### src/rtl/pipe_pkg.sv
// Shared pipeline constants for decode and execute: opcodes, funct codes, field positions, NOP.
// Used by id_stage (optional same-edge write-back bypass: ID_WB_BYPASS_EN) and the EXE stage.
package pipe_pkg;

    typedef logic [5:0] opcode_t;
    typedef logic [5:0] funct_t;
    typedef logic [4:0] reg_addr_t;

    localparam opcode_t OP_RTYPE = 6'd0;
    localparam opcode_t OP_J     = 6'd2;
    localparam opcode_t OP_BEQ   = 6'd4;
    localparam opcode_t OP_ADDI  = 6'd8;
    localparam opcode_t OP_LW    = 6'd35;
    localparam opcode_t OP_SW    = 6'd43;

    localparam funct_t FN_ADD = 6'h20;
    localparam funct_t FN_SUB = 6'h22;
    localparam funct_t FN_AND = 6'h24;
    localparam funct_t FN_OR  = 6'h25;
    localparam funct_t FN_SLT = 6'h2A;

    localparam int OP_LSB  = 26;
    localparam int RS_LSB  = 21;
    localparam int RT_LSB  = 16;
    localparam int RD_LSB  = 11;
    localparam int IMM_LSB = 0;
    localparam int IMM_W   = 16;

    localparam logic [31:0] NOP = 32'd0;

    // Opcodes whose rt field is a source operand rather than a destination.
    function automatic logic reads_rt(input opcode_t op);
        return (op == OP_RTYPE) || (op == OP_BEQ) || (op == OP_SW);
    endfunction

endpackage

### src/rtl/id_stage_if.sv
// Decode-stage bus: fetch/write-back/branch inputs and the registered EXE-side outputs.
interface id_stage_if;
    logic        [31:0] Instruction_ID;
    logic               Wb_en;
    logic        [4:0]  Wb_addr;
    logic signed [31:0] Wb_data;
    logic               branch;
    logic        [31:0] Instruction_EXE;
    logic signed [31:0] Read_data1;
    logic signed [31:0] Read_data2;
    logic signed [31:0] Sign_extend;
    logic               stall;

    modport master (
        output Instruction_ID, Wb_en, Wb_addr, Wb_data, branch,
        input  Instruction_EXE, Read_data1, Read_data2, Sign_extend, stall
    );

    modport slave (
        input  Instruction_ID, Wb_en, Wb_addr, Wb_data, branch,
        output Instruction_EXE, Read_data1, Read_data2, Sign_extend, stall
    );
endinterface

### src/rtl/regfile.sv
// 32-entry GPR file: two asynchronous read ports, one synchronous write port, r0 hardwired to zero.
module regfile
    import pipe_pkg::*;
#(
    parameter int DATA_W = 32
) (
    input  logic                     clk,
    input  logic                     reset,
    input  reg_addr_t                ra1,
    input  reg_addr_t                ra2,
    input  logic                     we,
    input  reg_addr_t                wa,
    input  logic signed [DATA_W-1:0] wd,
    output logic signed [DATA_W-1:0] rd1,
    output logic signed [DATA_W-1:0] rd2
);

    logic signed [DATA_W-1:0] gpr [32];

    always_ff @(posedge clk or negedge reset) begin
        if (!reset) begin
            for (int i = 0; i < 32; i++) gpr[i] <= '0;
        end else if (we && (wa != 5'd0)) begin
            gpr[wa] <= wd;
        end
    end

    assign rd1 = (ra1 == 5'd0) ? '0 : gpr[ra1];
    assign rd2 = (ra2 == 5'd0) ? '0 : gpr[ra2];

endmodule

### src/rtl/id_stage.sv
// Instruction decode stage: register read, sign extension, load-use stall and flush bubbles.
// Optional ID_WB_BYPASS_EN: a same-edge write-back to rs/rt is captured instead of the old GPR value.
module id_stage
    import pipe_pkg::*;
(
    input logic        clk,
    input logic        reset,
    id_stage_if.slave  bus
);

    localparam int DATA_W = 32;

    reg_addr_t                rs_p0;
    reg_addr_t                rt_p0;
    opcode_t                  op_p0;
    opcode_t                  ex_op;
    reg_addr_t                ex_rt;
    logic signed [DATA_W-1:0] rf_rd1_p0;
    logic signed [DATA_W-1:0] rf_rd2_p0;
    logic signed [DATA_W-1:0] rd1_p0;
    logic signed [DATA_W-1:0] rd2_p0;
    logic signed [DATA_W-1:0] sext_p0;
    logic                     stall_p0;
    logic                     bubble_p0;

    logic        [31:0]       instr_p1;
    logic signed [DATA_W-1:0] rd1_p1;
    logic signed [DATA_W-1:0] rd2_p1;
    logic signed [DATA_W-1:0] sext_p1;

    function automatic logic signed [DATA_W-1:0] sign_ext(input logic [IMM_W-1:0] imm);
        return {{(DATA_W-IMM_W){imm[IMM_W-1]}}, imm};
    endfunction

    // Stage p0: decode fields, register read, hazard detection
    assign rs_p0 = bus.Instruction_ID[RS_LSB +: 5];
    assign rt_p0 = bus.Instruction_ID[RT_LSB +: 5];
    assign op_p0 = bus.Instruction_ID[OP_LSB +: 6];
    assign ex_op = instr_p1[OP_LSB +: 6];
    assign ex_rt = instr_p1[RT_LSB +: 5];

    regfile #(.DATA_W(DATA_W)) u_regfile (
        .clk   (clk),
        .reset (reset),
        .ra1   (rs_p0),
        .ra2   (rt_p0),
        .we    (bus.Wb_en),
        .wa    (bus.Wb_addr),
        .wd    (bus.Wb_data),
        .rd1   (rf_rd1_p0),
        .rd2   (rf_rd2_p0)
    );

`ifdef ID_WB_BYPASS_EN
    assign rd1_p0 = (bus.Wb_en && bus.Wb_addr != 5'd0 && bus.Wb_addr == rs_p0) ? bus.Wb_data : rf_rd1_p0;
    assign rd2_p0 = (bus.Wb_en && bus.Wb_addr != 5'd0 && bus.Wb_addr == rt_p0) ? bus.Wb_data : rf_rd2_p0;
`else
    assign rd1_p0 = rf_rd1_p0;
    assign rd2_p0 = rf_rd2_p0;
`endif

    assign sext_p0 = sign_ext(bus.Instruction_ID[IMM_LSB +: IMM_W]);

    // A nop in decode never stalls, even though its rs/rt fields read as r0.
    assign stall_p0 = (ex_op == OP_LW) && (ex_rt != 5'd0) && (bus.Instruction_ID != NOP) &&
                      ((ex_rt == rs_p0) || ((ex_rt == rt_p0) && reads_rt(op_p0)));
    assign bubble_p0 = bus.branch || stall_p0;

    // Stage p1: ID/EXE pipeline register
    always_ff @(posedge clk or negedge reset) begin
        if (!reset) begin
            instr_p1 <= NOP;
            rd1_p1   <= '0;
            rd2_p1   <= '0;
            sext_p1  <= '0;
        end else if (bubble_p0) begin
            instr_p1 <= NOP;
            rd1_p1   <= '0;
            rd2_p1   <= '0;
            sext_p1  <= '0;
        end else begin
            instr_p1 <= bus.Instruction_ID;
            rd1_p1   <= rd1_p0;
            rd2_p1   <= rd2_p0;
            sext_p1  <= sext_p0;
        end
    end

    assign bus.Instruction_EXE = instr_p1;
    assign bus.Read_data1      = rd1_p1;
    assign bus.Read_data2      = rd2_p1;
    assign bus.Sign_extend     = sext_p1;
    assign bus.stall           = stall_p0;

endmodule

### src/flat_wrapper.sv
// flat-port wrapper written by rule: the top's interface ports become plain ports
module id_stage_flat import pipe_pkg::*;
  (clk, reset, bus_Instruction_ID, bus_Wb_en, bus_Wb_addr, bus_Wb_data, bus_branch, bus_Instruction_EXE, bus_Read_data1, bus_Read_data2, bus_Sign_extend, bus_stall);
  id_stage_if bus_i ();
  input logic clk;
  input logic reset;
  input wire logic [$bits(bus_i.Instruction_ID)-1:0] bus_Instruction_ID;
  input wire logic [$bits(bus_i.Wb_en)-1:0] bus_Wb_en;
  input wire logic [$bits(bus_i.Wb_addr)-1:0] bus_Wb_addr;
  input wire logic [$bits(bus_i.Wb_data)-1:0] bus_Wb_data;
  input wire logic [$bits(bus_i.branch)-1:0] bus_branch;
  output wire logic [$bits(bus_i.Instruction_EXE)-1:0] bus_Instruction_EXE;
  output wire logic [$bits(bus_i.Read_data1)-1:0] bus_Read_data1;
  output wire logic [$bits(bus_i.Read_data2)-1:0] bus_Read_data2;
  output wire logic [$bits(bus_i.Sign_extend)-1:0] bus_Sign_extend;
  output wire logic [$bits(bus_i.stall)-1:0] bus_stall;
  assign bus_i.Instruction_ID = bus_Instruction_ID;
  assign bus_i.Wb_en = bus_Wb_en;
  assign bus_i.Wb_addr = bus_Wb_addr;
  assign bus_i.Wb_data = bus_Wb_data;
  assign bus_i.branch = bus_branch;
  assign bus_Instruction_EXE = bus_i.Instruction_EXE;
  assign bus_Read_data1 = bus_i.Read_data1;
  assign bus_Read_data2 = bus_i.Read_data2;
  assign bus_Sign_extend = bus_i.Sign_extend;
  assign bus_stall = bus_i.stall;
  id_stage u_core (.clk(clk), .reset(reset), .bus(bus_i));
endmodule
### config.mk
export PLATFORM = sky130hd
export DESIGN_NAME = id_stage_flat
export DESIGN_NICKNAME = d
export VERILOG_FILES = /design/src/rtl/pipe_pkg.sv /design/src/rtl/id_stage_if.sv /design/src/rtl/regfile.sv /design/src/rtl/id_stage.sv /design/src/flat_wrapper.sv
export SDC_FILE = /design/constraint.sdc
export NUM_CORES = 2
export LEC_CHECK = 0
export CORE_MARGIN = 5
export CORE_UTILIZATION = 36
export CTS_CLUSTER_SIZE = 20
export DETAILED_ROUTE_END_ITERATION = 12
export SYNTH_ARGS = -nofsm -noshare
export SYNTH_HDL_FRONTEND = slang
export SYNTH_SLANG_ARGS = --single-unit
### constraint.sdc
create_clock -name clk -period 2.1 [get_ports clk]
set_clock_uncertainty 0.15 [all_clocks]
set_input_delay 0.21 -clock clk [delete_from_list [all_inputs] [get_ports clk]]
set_output_delay 0.21 -clock clk [all_outputs]
set_load 0.05 [all_outputs]
* Yosys cells after proc, flatten, opt, wreduce, memory -nomap -nowiden *
Cells that the tools add are included.

word-level totals
  bits in registers = 1152

operators by class
  bitwise gates (word level) = 3
  multiplexer cells = 15
  $lt $le $gt $ge = 4
  equality and inequality tests = 5
  reductions and logical operators = 16

operators by type and width
  operator                                                                      number
  1024-bit bitwise mux                                                          1
  32-bit 2-to-1 mux                                                             11
  32-bit binary-select mux with 5-bit select                                    2
  32-bit demux with 5-bit select                                                1
  32-bit nonzero test                                                           1
  6-bit greater-or-equal comparator, second input constant                      3
  5-bit NOT with 6-bit output                                                   3
  6-bit equality test, second input constant                                    2
  5-bit equality test                                                           2
  5-bit logical NOT                                                             2
  5-bit nonzero test                                                            2
  6-bit by 3-bit equality test with 1-bit output, second input constant         1
  1-bit logical AND                                                             6
  6-bit logical NOT                                                             1
  6-bit by 1-bit less-than comparator with 1-bit output, second input constant  1
  1-bit logical OR                                                              4

* Depth between registers and ports, before layout *
  word-level depth = 8
  depth in mapped cells = 9
  gate-level depth less buffers = 5

* By module *
A second synthesis with hierarchy kept.

unflattened totals
  cells, all modules = 4121
  area total of the unflattened synthesis = 59443.3 um^2

by module, submodules not included
  module    seq. area each (um^2)  instances  area an instance (um^2)  cells an instance
  regfile   25624.6                1          54019.3                  3517
  id_stage  2402.3                 1          5424.0                   604

* Worst setup path after synthesis *
Ideal clock, no wire load.

  path type = register to output
  start point = reg u_core.instr_p1[17], in the netlist u_core.bus.Instruction_EXE[17]
  end point = out bus_stall
  buffers on the path = 2
  slack = -402 ps
  stages on the path, launching flop included = 7
  required time = 1740 ps
  data arrival time = 2142 ps
  cells stage by stage = dfrtp_1 -> xnor2_1 -> nand4_1 -> or4_1 -> a211oi_2 -> buf_6 -> buf_6

on the way
  word-level cells in the longest chain between the ends = 4
  elaborated cells on any way between the ends = 8
  classes of those cells = eq/ne (2); reduce/logical (6)

ends and longest elaborated chain
  item                                                       RTL line                        source
  start, declared                                            id_stage.sv:26                  logic [31:0] instr_p1;
  start signal, assigned                                     id_stage.sv:82                  instr_p1 <= bus.Instruction_ID;
  5-bit equality test or 5-bit nonzero test (tied branches)  id_stage.sv:66, id_stage.sv:65
  1-bit logical AND (on tied branches)                       id_stage.sv:66, id_stage.sv:65
  1-bit logical OR or 1-bit logical AND (tied branches)      id_stage.sv:66, id_stage.sv:65
  1-bit logical AND *                                        id_stage.sv:65                  assign stall_p0 = (ex_op == OP_LW) && (ex_rt != 5'd0) && (bus.Instruction_ID != NOP) &&
  end, declared                                              flat_wrapper.sv:16              output wire logic [$bits(bus_i.stall)-1:0] bus_stall;

Every way passes the cells marked *; elsewhere a longest branch is shown, timed or not.

* Worst setup path in the final report *
Ends and elaborated chain as after synthesis.

==> impl_metrics.ini <==
[logic_synthesis]
yosysTopAreaCellShare_pct = 48.49
synth.avg_cell_area_um2 = 14.68
synth-edff-count = 0
synth.area.top_cells = dfrtp_1 48%, mux2_2 19%, mux4_2 16%
async_reset_ff_share_pct = 100.0
netlist-cell-type-count = 48
synth_fp_nets = 4009
synth_top_cell_by_area = dfrtp_1
ys.flop_type = dfrtp_1
seq_area_frac_synth_pct = 48.49
netlist_instances = 3936
synth-seq-cells = 1120
ys.warnings.count = 0
syn_area_um2 = 57800

[sta]
min_period_ns = 2.852
slew_headroom_pct = 45.00
layout_setup_ws_ns = -0.7519
fmax_mhz = 350.6
fin_crit_sh_pct = 135.8
worst_slew_pin_slew_ns = 0.8147
slew_violations = 0
setup_violations = 97
hold_violations = 0
grt_setup_unrepaired = true

[route]
routedWlPerCell_um = 29.50
vias = 38600
wl_mm = 192.9
drc = 0
first_pass_iters = 5
antenna_left = 0
drt_iter0_drc = 3416
viasPerCell = 5.902

[outcome]
violations = negative setup slack
outcome = finished with violations

[die]
die_h_um = 410.7
die_area_um2 = 168700
start_util_pct = 36.12
die_x_um = 410.7
core_area_um2 = 160000
num_io_pins = 202
row_count = 147

[setup_path]
worstRegToRegCells = 10
worstPathArrival_ns = 2.49
cp.required_ns = 1.74
cp_cell_sequence = xnor2_1, nand4_1, or4_4, a211oi_4, buf_12, buf_12
critPathSlowestCell = or4_4
worstPathMaxFanout = 2
cp-end-kind = output pin
cp_slowest_stage_delay_ns = 0.45
critPathKind = flip-flop to output pin
cpMostUsedCell = buf_12
r2r_slack_ns = -0.44
startpoint_type = flip-flop

[clock_tree]
root_buffer = clkbuf_16
cts_buffers = 118
clk_pin_slew_ns = 0.06
clockBufferDepth = 3
numClockSinks = 1120
cts_tree = built
insertion_delay_ns = 0.75
h-tree-depth = 3

[global_routing]
grt.busiest_layer = met2
grtUsageTotal_pct = 22.65
grt_start_max_net_pins = 96
use_met1_pct = 31.70
antenna_found_initial = 4
grt_pass1_wl_mm = 282.5
globalRouteOverflowTotal = 0
grt_pass1_vias = 40410
use_met2_pct = 35.94
grt_use_met3_pct = 4.127

[flow_run]
drv_cap = 0

[placed_design]
dp.cells = 6285
pre_cts_ws_ns = -0.6483
finalWeightedCongestion = 0.8400
dpl.hpwl_mm = 127.2
place_area_um2 = 66780
port_buffers = 201

[power]
switchingPower_uw = 17550
p_per_area_nw_per_um2 = 891.9
seqPwrFrac_pct = 44.4
power_frac_comb_pct = 21.6
peakVddDrop_mv = 0.6500
total_leakage_power_uw = 0.03144
switching_share_pct = 27.55
p_int_uw = 46150
clockPowerShare_pct = 34.1

[min_path]
min_path_type = input port to flip-flop
hold_path_depth = 3

[layout]
fin_cells = 6540
drive_gt1_share_pct = 51.34
fin_util_pct = 44.63
syn_to_final_growth_pct = 23.57
nets = 4433
design_area_um2 = 71420
==> path summary, 6_finish.rpt <==
check | from | to
setup / recovery | u_core.bus.Instruction_EXE[17]$_DFF_PN0_ | bus_stall
hold reg to reg | u_core.u_regfile.gpr[1015]$_DFFE_PN0P_ | u_core.u_regfile.gpr[1015]$_DFFE_PN0P_
hold / removal | bus_Instruction_ID[28] | u_core.bus.Instruction_EXE[28]$_DFF_PN0_
min in group asynchronous | reset | u_core.u_regfile.gpr[300]$_DFFE_PN0P_
setup reg to reg | u_core.bus.Instruction_EXE[17]$_DFF_PN0_ | u_core.bus.Read_data2[10]$_DFF_PN0_
max in group asynchronous | reset | u_core.u_regfile.gpr[335]$_DFFE_PN0P_
==> worst max-delay path: cells and delay by family, from the launching register on <==
kind                      cells  cell delay (ns)
xor gates and xnor gates      1             0.14
AOI/OAI and AO/OA             1             0.32
DFF                           1             0.40
and+or+nand+nor               2             0.60
buffers and inverters         2             0.27
==> registers in the layout, indices dropped and copies added (netlist names) <==
register                    cells
u_core.u_regfile.gpr         1024
u_core.bus.Instruction_EXE     32
u_core.bus.Read_data1          32
u_core.bus.Read_data2          32
==> power by group through the flow <==
stage / combinational (uW) / sequential, uW / clock, uW
global placement: 13500 / 28300 / 0
finish: 13700 / 28300 / 21700
CTS: 13800 / 28200 / 22100
global route: 14700 / 28700 / 22900
detailed placement: 13800 / 28500 / 0
floorplan: 8950 / 28100 / 0
==> synth_stat cells (all sizes together) (24+ instances only) <==
master / instances
mux4: 418
nand3: 30
dfrtp: 1120
a221oi: 65
o311ai: 32
nor2: 24
o22ai: 27
buf: 206
nand2: 76
mux2: 995
o21ai: 26
a22oi: 102
nand2b: 36
a21oi: 36
nor3b: 33
mux2i: 255
a211o: 59
nor3: 70
clkbuf: 272
==> logic make-up after synthesis <==
| kind of cell | after synthesis | share of synthesized area [%] |
|---|---|---|
| AO/OA/AOI/OAI | 354 | 4.622 |
| XOR/XNOR | 10 | 0.1515 |
| buffers and inverters | 482 | 3.654 |
| flip-flops | 1120 | 48.49 |
| multiplexers | 1668 | 40.09 |
| AND/OR/NAND/NOR | 302 | 2.990 |
==> stage by stage <==
step	total power [uW]	hold WS [ns]	setup TNS [ns]
final	63700	0.06193	-30.64
after global routing	66350	0.02405	-37.12
after CTS	63980	0.01219	-30.22
after detailed placement	42280	-0.06652	-379.13
after global placement	41820	-0.06401	-380.09
after floorplan	37090	-0.2356	-10.82
==> cell type report <==
| cell class | instances | area, um2 |
|---|---|---|
| Inverter | 4 | 15.01 |
| Clock inverter | 34 | 474.2 |
| Antenna cell | 1 | 2.502 |
| Clock buffer | 179 | 3498 |
| Multi-Input combinational cell | 2334 | 28090 |
| Tap cell | 2086 | 2610 |
| Sequential cell | 1120 | 28030 |
| Timing Repair Buffer | 782 | 8690 |
| Fill cell | 14310 | 88600 |
==> metal layers <==
| metal | vias to the layer above | part of all wire [%] | wire [um] |
|---|---|---|---|
| li1 | 15990 | - | - |
| met1 | 20920 | 43 | 83350 |
| met2 | 1351 | 47 | 90810 |
| met3 | 342 | 6.3 | 12150 |
| met4 | 0 | 3.4 | 6637 |
| met5 | - | 0 | 0 |
==> layout by cell type (no fill, tap or decap), types with 19 or more instances in the layout <==
cell type,n
clkdlybuf4s50_1,60
a211o_1,59
dlygate4sd2_1,102
buf_12,179
nand3_1,29
a22oi_1,102
nor3_1,51
mux2i_1,255
mux4_2,418
o311ai_0,29
a21oi_1,36
nor3b_2,25
dfrtp_1,1115
clkinv_2,19
dlygate4sd3_1,30
nand2_1,61
o21ai_0,26
clkbuf_16,125
nand2b_1,34
buf_4,376
mux2_2,995
clkbuf_1,35
o22ai_1,27
clkbuf_8,21
a221oi_1,65
==> timing repair <==
action | CTS | global route
cloned | 1 | 2
hold buffers | 30 | 0
gates resized for setup | 151 | 42
pin swaps | 32 | 4
buffers inserted | 4 | 5
endpoints found under the setup margin | 225 | 97
hold endpoints to repair | 1216 | 0
(Power assumes the default switching activity.)
